### config.mk
export PLATFORM = sky130hd
export DESIGN_NAME = osd_spi_master
export DESIGN_NICKNAME = d
export VERILOG_FILES = /design/src/rtl/osd_pkg.sv /design/src/rtl/osd_spi_tick.sv /design/src/rtl/osd_spi_master.sv
export SDC_FILE = /design/constraint.sdc
export NUM_CORES = 1
export LEC_CHECK = 0
export BUFFER_PORTS_ARGS = -buffer_cell sky130_fd_sc_hd__clkbuf_2
export CAP_MARGIN = 25
export CORE_MARGIN = 2
export CORE_UTILIZATION = 50
export DETAILED_ROUTE_END_ITERATION = 10
export PLACE_DENSITY = 0.77
export SYNTH_ARGS = -nofsm -noshare
export SYNTH_HDL_FRONTEND = slang
export SYNTH_SLANG_ARGS = --single-unit
### constraint.sdc
create_clock -name i_clk -period 6.7 [get_ports i_clk]
set_input_delay 0.335 -clock i_clk [delete_from_list [all_inputs] [get_ports i_clk]]
set_output_delay 0.335 -clock i_clk [all_outputs]
set_load 0.02 [all_outputs]
### src/rtl/osd_pkg.sv
// OSD SPI command-channel shared definitions: opcodes, command bytes, geometry, FSM states.
// Latency: n/a (types, constants and one pure helper function).
// Backpressure: n/a.
package osd_pkg;

    localparam logic [1:0] OP_DISABLE = 2'd0;
    localparam logic [1:0] OP_ENABLE  = 2'd1;
    localparam logic [1:0] OP_WRITE   = 2'd2;
    localparam logic [1:0] OP_RSVD    = 2'd3;

    localparam logic [7:0] CMD_DISABLE = 8'h40;
    localparam logic [7:0] CMD_ENABLE  = 8'h41;
    localparam logic [7:0] CMD_WRITE   = 8'h20;

    localparam int OSD_LINES      = 8;
    localparam int OSD_LINE_BYTES = 256;

    typedef enum logic [2:0] {
        S_IDLE,
        S_SETUP,
        S_HIGH,
        S_LOW,
        S_FETCH,
        S_HOLD,
        S_GAP
    } state_t;

    // First byte on the wire for a given opcode; line index only matters for writes.
    function automatic logic [7:0] cmd_byte(input logic [1:0] op, input logic [2:0] line);
        logic [7:0] b;
        case (op)
            OP_DISABLE: b = CMD_DISABLE;
            OP_ENABLE:  b = CMD_ENABLE;
            default:    b = CMD_WRITE | {5'd0, line};
        endcase
        return b;
    endfunction

endpackage

### src/rtl/osd_spi_tick.sv
// Half-period divider for the OSD SPI master: pulses o_tick once every CLK_DIV clocks.
// Latency: first tick CLK_DIV cycles after a clear; then one tick per CLK_DIV cycles.
// Backpressure: none; the owner holds i_clr to freeze the phase (idle, clock stretch).
// Ports: i_clk, i_reset (sync, active high), i_clr (sync reload), o_tick (counter at zero).
module osd_spi_tick #(
    parameter int CLK_DIV = 4
) (
    input  logic i_clk,
    input  logic i_reset,
    input  logic i_clr,
    output logic o_tick
);

    localparam logic [7:0] RELOAD = 8'(CLK_DIV - 1);

    logic [7:0] r_cnt;

    // Counts RELOAD..0; the zero cycle is the tick and also reloads.
    always_ff @(posedge i_clk) begin
        if (i_reset || i_clr || (r_cnt == 8'd0)) begin
            r_cnt <= RELOAD;
        end else begin
            r_cnt <= r_cnt - 8'd1;
        end
    end

    assign o_tick = (r_cnt == 8'd0);

endmodule

### src/rtl/osd_spi_master.sv
// OSD SPI transmitter: turns enable/disable/write-line commands into mode-0 SPI frames.
// Latency: ss falls on the accept edge; done pulses (2+16*(1+N)+2)*CLK_DIV + N clk later.
// Backpressure: cmd_ready only in IDLE; payload fetch stretches sck low until dat_valid.
// Ports: i_clk, i_reset; cmd i_cmd_valid/o_cmd_ready/i_cmd_op/i_cmd_line;
//        payload i_dat_valid/o_dat_ready/i_dat_byte; status o_busy/o_done; SPI o_sck/o_ss/o_sdi.
module osd_spi_master
    import osd_pkg::*;
#(
    parameter int CLK_DIV = 4
) (
    input  logic       i_clk,
    input  logic       i_reset,
    input  logic       i_cmd_valid,
    output logic       o_cmd_ready,
    input  logic [1:0] i_cmd_op,
    input  logic [2:0] i_cmd_line,
    input  logic       i_dat_valid,
    output logic       o_dat_ready,
    input  logic [7:0] i_dat_byte,
    output logic       o_busy,
    output logic       o_done,
    output logic       o_sck,
    output logic       o_ss,
    output logic       o_sdi
);

    state_t     r_state;
    logic       r_sck;
    logic       r_ss;
    logic       r_done;
    logic [7:0] r_shift;
    logic [2:0] r_bit;
    logic [7:0] r_byte_cnt;
    logic       r_pay;

    state_t     w_state_nxt;
    logic       w_sck_nxt;
    logic       w_ss_nxt;
    logic       w_done_nxt;
    logic [7:0] w_shift_nxt;
    logic [2:0] w_bit_nxt;
    logic [7:0] w_byte_cnt_nxt;
    logic       w_pay_nxt;
    logic       w_tick;
    logic       w_tick_clr;
    logic       w_accept;

    osd_spi_tick #(
        .CLK_DIV(CLK_DIV)
    ) u_tick (
        .i_clk  (i_clk),
        .i_reset(i_reset),
        .i_clr  (w_tick_clr),
        .o_tick (w_tick)
    );

    assign o_cmd_ready = (r_state == S_IDLE) && !i_reset;
    assign o_dat_ready = (r_state == S_FETCH);
    assign o_busy      = (r_state != S_IDLE);
    assign o_done      = r_done;
    assign o_sck       = r_sck;
    assign o_ss        = r_ss;
    assign o_sdi       = r_shift[7];
    assign w_accept    = i_cmd_valid && o_cmd_ready;

    always_ff @(posedge i_clk) begin
        if (i_reset) begin
            r_state    <= S_IDLE;
            r_sck      <= 1'b0;
            r_ss       <= 1'b1;
            r_done     <= 1'b0;
            r_shift    <= 8'd0;
            r_bit      <= 3'd0;
            r_byte_cnt <= 8'd0;
            r_pay      <= 1'b0;
        end else begin
            r_state    <= w_state_nxt;
            r_sck      <= w_sck_nxt;
            r_ss       <= w_ss_nxt;
            r_done     <= w_done_nxt;
            r_shift    <= w_shift_nxt;
            r_bit      <= w_bit_nxt;
            r_byte_cnt <= w_byte_cnt_nxt;
            r_pay      <= w_pay_nxt;
        end
    end

    always_comb begin
        w_state_nxt    = r_state;
        w_sck_nxt      = r_sck;
        w_ss_nxt       = r_ss;
        w_done_nxt     = 1'b0;
        w_shift_nxt    = r_shift;
        w_bit_nxt      = r_bit;
        w_byte_cnt_nxt = r_byte_cnt;
        w_pay_nxt      = r_pay;
        w_tick_clr     = 1'b0;

        case (r_state)
            S_IDLE: begin
                // Divider held so the first half-period after accept is full length.
                w_tick_clr = 1'b1;
                if (w_accept) begin
                    if (i_cmd_op == OP_RSVD) begin
                        w_done_nxt = 1'b1;
                    end else begin
                        w_state_nxt    = S_SETUP;
                        w_ss_nxt       = 1'b0;
                        w_shift_nxt    = cmd_byte(i_cmd_op, i_cmd_line);
                        w_bit_nxt      = 3'd7;
                        w_byte_cnt_nxt = 8'd0;
                        w_pay_nxt      = (i_cmd_op == OP_WRITE);
                    end
                end
            end
            S_SETUP: begin
                // Select lead time is a full low sck period (setup half + one LOW half)
                // so the command byte has the same 16-half-period shape as payload bytes.
                if (w_tick) begin
                    w_state_nxt = S_LOW;
                end
            end
            S_LOW: begin
                if (w_tick) begin
                    w_sck_nxt   = 1'b1;
                    w_state_nxt = S_HIGH;
                end
            end
            S_HIGH: begin
                if (w_tick) begin
                    w_sck_nxt = 1'b0;
                    if (r_bit != 3'd0) begin
                        // Data moves on the falling edge, a half-period ahead of the next rise.
                        w_shift_nxt = {r_shift[6:0], 1'b0};
                        w_bit_nxt   = r_bit - 3'd1;
                        w_state_nxt = S_LOW;
                    end else if (r_pay) begin
                        w_state_nxt = S_FETCH;
                    end else begin
                        w_state_nxt = S_HOLD;
                    end
                end
            end
            S_FETCH: begin
                // sck stays low for as long as the source stalls; divider restarts on handshake.
                w_tick_clr = 1'b1;
                if (i_dat_valid) begin
                    w_shift_nxt    = i_dat_byte;
                    w_bit_nxt      = 3'd7;
                    w_byte_cnt_nxt = r_byte_cnt + 8'd1;
                    if (r_byte_cnt == 8'(OSD_LINE_BYTES - 1)) begin
                        w_pay_nxt = 1'b0;
                    end
                    w_state_nxt = S_LOW;
                end
            end
            S_HOLD: begin
                if (w_tick) begin
                    w_ss_nxt    = 1'b1;
                    w_bit_nxt   = 3'd1;  // bit counter reused to time the two gap half-periods
                    w_state_nxt = S_GAP;
                end
            end
            S_GAP: begin
                if (w_tick) begin
                    if (r_bit == 3'd0) begin
                        w_done_nxt  = 1'b1;
                        w_shift_nxt = 8'd0;
                        w_state_nxt = S_IDLE;
                    end else begin
                        w_bit_nxt = r_bit - 3'd1;
                    end
                end
            end
            default: begin
                w_state_nxt = S_IDLE;
            end
        endcase
    end

endmodule

Yosys cells after proc, flatten, opt, wreduce, memory -nomap -nowiden

Index checks and enable logic that the tools add are counted.

Bits in registers: 34
Bits in latches: 0
Bits in writable memories: 0
Bits in read-only memories: 0
Input port bits: 17
Output and inout bits: 7
Logic and storage cells: 109
Memories: 0

$add $sub $neg: 3
Multiply operators: 0
Div/mod/pow operators: 0
Order comparisons: 0
Equal/unequal tests: 22
Shift-type cells: 0
Muxes and demuxes: 51
Bitwise logic cells: 0
Reduce and logical (&&, ||, !) cells: 24

Operators with widths:

| cell                                                                    | number |
|---|---|
| 8-bit 2-to-1 mux                                                        | 10 |
| 3-bit 2-to-1 mux                                                        | 18 |
| 8-bit case mux with 4 select lines                                      | 1 |
| 3-bit case mux with 7 select lines                                      | 1 |
| 9-bit AND reduction                                                     | 2 |
| 8-bit case mux with 2 select lines                                      | 1 |
| 3-bit case mux with 5 select lines                                      | 1 |
| 1-bit 2-to-1 mux                                                        | 14 |
| 7-bit case mux with 2 select lines                                      | 1 |
| 2-bit by 1-bit inequality test with 1-bit output, second input constant | 6 |
| 2-bit inequality test, second input constant                            | 6 |
| 3-bit == test, second input constant                                    | 3 |
| 8-bit by 1-bit adder with 8-bit output, second input constant           | 1 |
| 8-bit == test, second input constant                                    | 1 |
| 8-bit zero test                                                         | 1 |
| 1-bit case mux with 2 select lines                                      | 4 |
| 4-bit AND reduction                                                     | 2 |
| 8-bit AND reduction                                                     | 1 |
| 8-bit by 1-bit subtractor with 8-bit output, second input constant      | 1 |
| 3-bit by 2-bit == test with 1-bit output, second input constant         | 2 |
| 3-bit zero test                                                         | 2 |
| 2-bit nonzero test                                                      | 3 |
| 3-bit nonzero test                                                      | 2 |
| 5-bit AND reduction                                                     | 1 |
| 12 further kinds                                                        | 15 |

Logic depth before layout (Yosys ltp)

Gate-level depths: netlist of the first run.

Depth after elaboration: 5
Gate-level depth with buffers: 8
Mapped depth without buffers: 7

Cells and area by module

From an unflattened synthesis of the first run, not the netlist that was laid out.

Cells, all modules: 252
Area total of the unflattened synthesis: 2204.6 µm²

Modules (own cells, without submodules):

| module         | instances | cells each | area each (µm²) | sequential area each (µm²) |
|---|---|---|---|---|
| osd_spi_master | 1         | 212        | 1826.8          | 520.5 |
| osd_spi_tick   | 1         | 40         | 377.9           | 160.2 |

Least setup slack after synthesis of the first run

No wires, ideal clock.

Path type: register to register
Start point: register u_tick.r_cnt[0]
End point: register r_shift[0]
Setup time: 0.138 ns
Data arrival time: 2.142 ns
Required time: 6.562 ns
Slack: 4.420 ns
Stages on the path, launching flop included: 9
Buffers on the path: 1
Clock period less this slack: 2.280 ns
Path through: dfxtp_1 > inv_1 > ha_1 > or4b_4 > or4_1 > buf_2 > o22a_1 > nor2_1 > a311oi_1

Word-level cells in the longest chain between the ends: 3
Elaborated cells between the ends (all ways): 4
Classes of those cells: 2 x eq/ne; 2 x reduce/logical

Ends and longest elaborated chain:

| element                                                    | RTL line             | RTL |
|---|---|---|
| start: declaration                                         | osd_spi_tick.sv:16   | `logic [7:0] r_cnt;` |
| start signal: assignment                                   | osd_spi_tick.sv:23   | `r_cnt <= r_cnt - 8'd1;` |
| 8-bit zero test *                                          | osd_spi_tick.sv:27   | `assign o_tick = (r_cnt == 8'd0);` |
| 2-bit by 1-bit inequality test with 1-bit output (no line) | --                   |  |
| 8-bit AND reduction (no line) *                            | --                   |  |
| end signal: assignment                                     | osd_spi_master.sv:81 | `r_shift <= w_shift_nxt;` |
| end: declaration                                           | osd_spi_master.sv:31 | `logic [7:0] r_shift;` |

Every way passes the cells marked *; elsewhere a longest branch is shown, timed or not.
A chain may end at the register's enable or synchronous reset.

Worst setup path in the final report of the first run

Start point: register u_tick.r_cnt[1]
End point: register r_shift[0]

The elaborated chain is that of the path after synthesis.

==> results of run 1 <==
-- critical path: cells and delay by family, from the launching register on --
kind | cells | cell delay [ns]
compound gates | 2 | 0.46
fa+ha+maj | 1 | 0.18
flops | 1 | 0.32
buf+inv | 1 | 0.07
simple gates | 3 | 1.39
-- how the worst max path moves through the flow --
stage / slack (ns) / to / cells past startpoint
after floorplan: 4.42 / r_shift[0] / 8
after global placement: 4.23 / r_shift[7] / 7
after detailed placement: 4.15 / r_shift[0] / 7
after CTS: 4.15 / r_shift[0] / 7
after global routing: 3.93 / r_bit[1] / 7
final: 4.15 / r_shift[0] / 7
-- routing by layer --
layer / routed length, um / GRT usage
met3: 265 / 0.0434
met1: 1980 / 0.277
met5: 0 / 0
met4: 48 / 0.0851
met2: 1780 / 0.331
-- Yosys cell counts, types with 3 or more instances --
| cell type | number | area share |
|---|---|---|
| mux2_2 | 3 | 0.018 |
| nand2_1 | 18 | 0.037 |
| or3_1 | 4 | 0.014 |
| clkbuf_1 | 11 | 0.022 |
| o41ai_1 | 3 | 0.014 |
| nand4_1 | 6 | 0.020 |
| dfxtp_1 | 34 | 0.37 |
| xnor2_1 | 3 | 0.014 |
| nor2b_1 | 5 | 0.017 |
| and2_1 | 3 | 0.010 |
| a22oi_1 | 6 | 0.024 |
| nand3_1 | 11 | 0.030 |
| ha_1 | 4 | 0.027 |
| o21ai_0 | 9 | 0.024 |
| a21oi_1 | 22 | 0.060 |
| xor2_1 | 7 | 0.033 |
| o31ai_1 | 3 | 0.012 |
| inv_1 | 7 | 0.014 |
| nor2_1 | 19 | 0.039 |
| nand2b_1 | 4 | 0.014 |
| a222oi_1 | 3 | 0.016 |
| nor3_1 | 4 | 0.011 |
| o211ai_1 | 7 | 0.029 |
-- state kept, by name (all words and copies together) (netlist names) --
name,cells
o_sck,1
r_bit,3
r_pay,1
r_byte_cnt,8
r_state,3
o_done,1
u_tick.r_cnt,8
r_shift,8
o_ss,1
-- metrics by stage --
stage | power, W | cells
6_report | 0.000529 | 290
5_1_grt | 0.000558 | 290
4_1_cts | 0.000530 | 290
3_5_place_dp | 0.000345 | 282
3_3_place_gp | 0.000345 | 282
2_1_floorplan | 0.000318 | 225
-- cell families after synthesis --
family                     after synthesis  synth area share
AOI/OAI and AO/OA                       67             0.252
muxes                                    5            0.0292
buffers and inverters                   22            0.0455
adders and majority gates                4            0.0272
xor gates and xnor gates                10            0.0476
and+or+nand+nor                         83             0.228
DFF                                     34             0.370
-- final cells by class --
cell class              count  area (um^2)  share of cell area
repair buffers             23          115              0.0556
clock buffers               6         72.6              0.0350
clock inverters             2         37.5              0.0181
well taps                  48         60.1              0.0290
multi-input cells         169         1080               0.519
flip-flops and latches     34          681               0.329
inverters                   8         30.0              0.0145
-- power by group through the flow --
stage / clock network [W] / logic (W) / registers (W)
after floorplan: 0 / 0.0000917 / 0.000226
final: 0.000185 / 0.000110 / 0.000235
after global placement: 0 / 0.000106 / 0.000238
after CTS: 0.000189 / 0.000108 / 0.000234
after detailed placement: 0 / 0.000107 / 0.000238
after global routing: 0.000201 / 0.000120 / 0.000237
-- cells in the final DEF, fill, tap and decap left out, drive strengths merged, types with 4 or more instances in the layout --
master and n:
xor2 7, nand3 11, a22oi 6, a21oi 22, nor2b 5, or3 4, nand2b 4, o211ai 7
nand2 19, ha 4, o21ai 9, clkbuf 29, inv 7, nand4 6, dfxtp 34, nor2 19
nor3 4
==> impl_metrics.py, run 1 <==
metrics = {
    "timing": {
        "fin_tns_setup_ns": 0,
        "timing_hold_violations_final": 0,
        "hold-worst-slack_ns": 0.327,
        "worst_pin_slew_ns": 1.02,
        "slew_headroom": 0.317,
        "worst_slack_ns": 4.15,
        "fin_crit_sh": 0.381,
        "finalSetupViolations": 0,
        "fmax_mhz": 391,
        "min_period_ns": 2.55,
        "fin_skew_ns": 0.0103,
        "rsz0062_at_grt": "no",
        "slew_viol_final": 0,
    },
    "placed_design": {
        "place_area_um2": 1960,
        "gp_congestion": 0.836,
        "numPortBuffers": 23,
        "dp_hpwl_um": 2900,
        "place_ws_ns": 4.15,
    },
    "setup_path": {
        "crit_type": "reg2reg",
        "ff2ff_setup_slack_ns": 4.15,
        "cp_data_arrival_time_ns": 2.71,
        "slowest_stage": "or4_1",
        "crit_fanout": 7,
        "worst_path_largest_cell_delay_ns": 0.60,
        "cp-end-kind": "flip-flop",
        "r2r_end": "r_shift[0]",
        "cp_cell_sequence": "inv_1, ha_1, or4b_4, or4_1, o22a_1, nor2_1, a311oi_1",
        "rr_worst_depth": 7,
        "r2r-start": "u_tick.r_cnt[1]",
        "crit_start": "u_tick.r_cnt[1]",
        "critPathLaunchType": "flip-flop",
        "required_ns": 6.85,
    },
    "global_route": {
        "grt.total_usage": 0.209,
        "antenna_found_initial": 0,
        "grt_pass1_vias": 1589,
        "grt_max_degree": 32,
        "grt_pass1_wl_um": 6960,
        "grt_overflow": 0,
    },
    "synth": {
        "yosysSeqAreaShare": 0.370,
        "synth_edf_count": 0,
        "syn_inst": 225,
        "synth_nets": 246,
        "ys_async_sr_fraction": 0,
        "synth.distinct_cells": 44,
        "avgSynthCellArea_um2": 8.18,
        "ys_ff_latch": 34,
        "synth_flop_cell": "dfxtp_1",
        "syn_area_um2": 1840,
        "synth-warning-count": 0,
    },
    "floorplanning": {
        "die_h_um": 64.7,
        "start_util": 0.510,
        "dieWidth_um": 64.7,
        "rows": 22,
        "dieArea_um2": 4180,
        "ios": 24,
        "coreArea_um2": 3610,
    },
    "power": {
        "p_clk_frac": 0.349,
        "p_int_w": 0.000368,
        "switching_share": 0.304,
        "p_seq_frac": 0.443,
        "p_leak_nw": 0.788,
        "power_density_nw_per_um2": 255,
        "power_frac_comb": 0.208,
        "switchingPower_w": 0.000161,
        "ir_worst_vdd_v": 0.000116,
    },
    "hold_path": {
        "hold_path.class": "in2reg",
        "min_to": "r_shift[0]",
        "min-delay-start": "i_dat_byte[0]",
        "hold_path_depth": 3,
    },
    "clocking": {
        "post-cts-setup-buffers": 0,
        "cts_tree": "yes",
        "clkLatencyLatePin_ns": 0.29,
        "path_clk_slew_ns": 0.07,
        "cts_hold_buf": 0,
        "cts.sinks": 34,
        "h-tree-depth": 2,
        "numCtsBuffers": 5,
        "cts-root-buf": "clkbuf_8",
        "cts_resized": 0,
        "cts_buffer_depth": 2,
    },
    "drt": {
        "via_per_inst": 6.00,
        "firstDrtPassIters": 6,
        "via_count": 1741,
        "drcViolationCount": 0,
        "drt_iter0_drc": 197,
        "wl_per_cell_um": 14.0,
        "postRouteAntennaNets": 0,
        "routed_wl_um": 4070,
    },
    "finish": {
        "nFillCells": 317,
        "final_nets": 262,
        "final_core_util": 0.575,
        "drive_above_1_share": 0.153,
        "area_growth_syn_to_layout_pct": 12.6,
        "final_area_um2": 2070,
        "n_antenna_cell": 0,
    },
    "job": {
        "max_cap_viol_count": 0,
    },
    "status": {
        "status": "completed",
    },
}
No activity file was read; power rests on OpenSTA's default activity.
==> inputs of run 2 (changes only) <==
clock period = 2.6 ns   (was 6.7 ns; I/O delays follow)
==> run 2 against run 1 <==
  * Clock power increased to 3.2 times the previous value
  * Register-to-register slack got worse by 4.0 ns
  * Sequential power increased by 150%
  * Sequential share of layout area decreased by 1.3 points
  * Count of clock-buffer cells in the layout decreased by 1
  * Fmax increased by 5.5%
  * Non-clock buffer count increased by 7
  * Sequential cell count unchanged
  * Total power increased to 2.8 times the previous value
  * Worst hold slack got worse by 0.21 ns
  * Largest cell class unchanged
  * Highest routed layer unchanged
==> impl_metrics.py, run 2 (synthesized netlist as in run 1, its figures left out) <==
metrics = {
    "drt": {
        "wl_per_cell_um": 14.0,
        "via_per_inst": 5.81,
        "drcViolationCount": 0,
        "firstDrtPassIters": 4,
        "via_count": 1725,
        "drt_iter0_drc": 152,
        "postRouteAntennaNets": 0,
        "routed_wl_um": 4160,
    },
    "timing": {
        "finalSetupViolations": 0,
        "rsz0062_at_grt": "no",
        "slew_viol_final": 0,
        "timing_hold_violations_final": 0,
        "slew_headroom": 0.600,
        "fmax_mhz": 413,
        "hold-worst-slack_ns": 0.121,
        "min_period_ns": 2.42,
        "fin_tns_setup_ns": 0,
        "fin_skew_ns": 0.00818,
        "worst_pin_slew_ns": 0.598,
        "fin_crit_sh": 0.931,
    },
    "setup_path": {
        "crit_fanout": 7,
        "critPathCapture": "r_shift[3]",
        "required_ns": 2.79,
        "crit_type": "reg2reg",
        "critPathLaunchType": "flip-flop",
        "cp_data_arrival_time_ns": 2.61,
        "r2r-start": "u_tick.r_cnt[0]",
        "r2r_end": "r_shift[3]",
        "rr_worst_depth": 7,
        "crit_start": "u_tick.r_cnt[0]",
        "cp-end-kind": "flip-flop",
        "ff2ff_setup_slack_ns": 0.18,
    },
    "clocking": {
        "cts_buffer_depth": 2,
        "numCtsBuffers": 5,
        "cts_hold_buf": 0,
        "clkLatencyLatePin_ns": 0.30,
        "h-tree-depth": 2,
        "cts.sinks": 34,
        "path_clk_slew_ns": 0.07,
        "post-cts-setup-buffers": 0,
        "cts-root-buf": "clkbuf_8",
        "cts_tree": "yes",
    },
    "status": {
        "status": "completed",
    },
    "finish": {
        "drive_above_1_share": 0.189,
        "final_nets": 269,
        "area_growth_syn_to_layout_pct": 17.3,
        "mostFrequentLayoutCell": "dfxtp_1",
        "top_regs": "r_byte_cnt x8, r_shift x8, u_tick.r_cnt x8",
        "final_cell_mix": "dfxtp_1 (34), clkbuf_2 (23), a21oi_1 (22)",
        "n_antenna_cell": 0,
    },
    "power": {
        "p_leak_nw": 0.845,
        "power_density_nw_per_um2": 692,
        "ir_worst_vdd_v": 0.000471,
    },
    "floorplanning": {
        "ios": 24,
        "rows": 22,
        "start_util": 0.510,
        "coreArea_um2": 3610,
        "dieArea_um2": 4180,
        "die_h_um": 64.7,
        "dieWidth_um": 64.7,
    },
    "global_route": {
        "antenna_found_initial": 0,
        "grt_max_degree": 30,
        "grt.total_usage": 0.228,
        "grt_pass1_wl_um": 7420,
        "grt_overflow": 0,
        "grt_pass1_vias": 1557,
    },
    "placed_design": {
        "dp_hpwl_um": 2960,
        "numPortBuffers": 23,
        "gp_congestion": 0.802,
    },
    "hold_path": {
        "hold_path.class": "in2reg",
    },
    "job": {
        "max_cap_viol_count": 0,
    },
}
run 2: worst min-delay path by stage:
| stage | startpoint | endpoint | cells after the start |
|---|---|---|---|
| 5_1_grt | i_cmd_valid | o_done | 3 |
| 3_5_place_dp | u_tick.r_cnt[0] | u_tick.r_cnt[0] | 1 |
| 6_report | i_cmd_valid | o_done | 3 |
| 3_3_place_gp | u_tick.r_cnt[0] | u_tick.r_cnt[0] | 1 |
| 2_1_floorplan | i_cmd_valid | o_done | 2 |
| 4_1_cts | i_cmd_valid | o_done | 3 |
run 2: stage by stage:
stage	area [um^2]	util	setup slack, ns	power [W]	instances
final	2160	0.599	0.179	0.00149	297
after global routing	2160	0.599	0.0118	0.00157	297
after CTS	2150	0.597	0.0474	0.00150	297
after detailed placement	2010	0.559	0.101	0.000903	289
after global placement	2010	0.559	0.151	0.000902	289
after floorplan	1840	-	0.320	0.000820	225
run 2: what timing repair did:
action	4_1_cts	5_1_grt
endpoints found under the hold margin	0	0
setup endpoints to repair	0	8
gates resized for setup	0	2
run 2: where the power goes:
part	switching, W	leakage, nW	internal [W]
Sequential	0.0000253	0.276	0.000553
Clock	0.000209	0.0683	0.000384
Combinational	0.000197	0.500	0.000124
run 2: cell type report:
| class | instances | area (um^2) |
|---|---|---|
| inverters | 8 | 30.0 |
| multi-input cells | 169 | 1080 |
| clock buffers | 5 | 68.8 |
| well taps | 48 | 60.1 |
| repair buffers | 30 | 168 |
| flip-flops and latches | 34 | 681 |
| fillers | 334 | 1450 |
| clock inverters | 3 | 68.8 |
run 2: worst max-delay path, stage by stage (launching register included):
cell and delay, ns:
dfxtp_1 0.32, inv_1 0.08, ha_1 0.21, or4b_4 0.50, or4_4 0.49, o22ai_4 0.27
nand2_2 0.10, o41ai_1 0.33
run 2: routing by layer:
| layer | vias up | part of all wire | GRT usage | wire length, um |
|---|---|---|---|---|
| met1 | 796 | 0.49 | 0.321 | 2040 |
| met4 | 0 | 0.015 | 0.0798 | 63 |
| li1 | 882 | - | - | - |
| met5 | - | 0 | 0 | 0 |
| met3 | 8 | 0.047 | 0.0469 | 194 |
| met2 | 39 | 0.45 | 0.344 | 1860 |
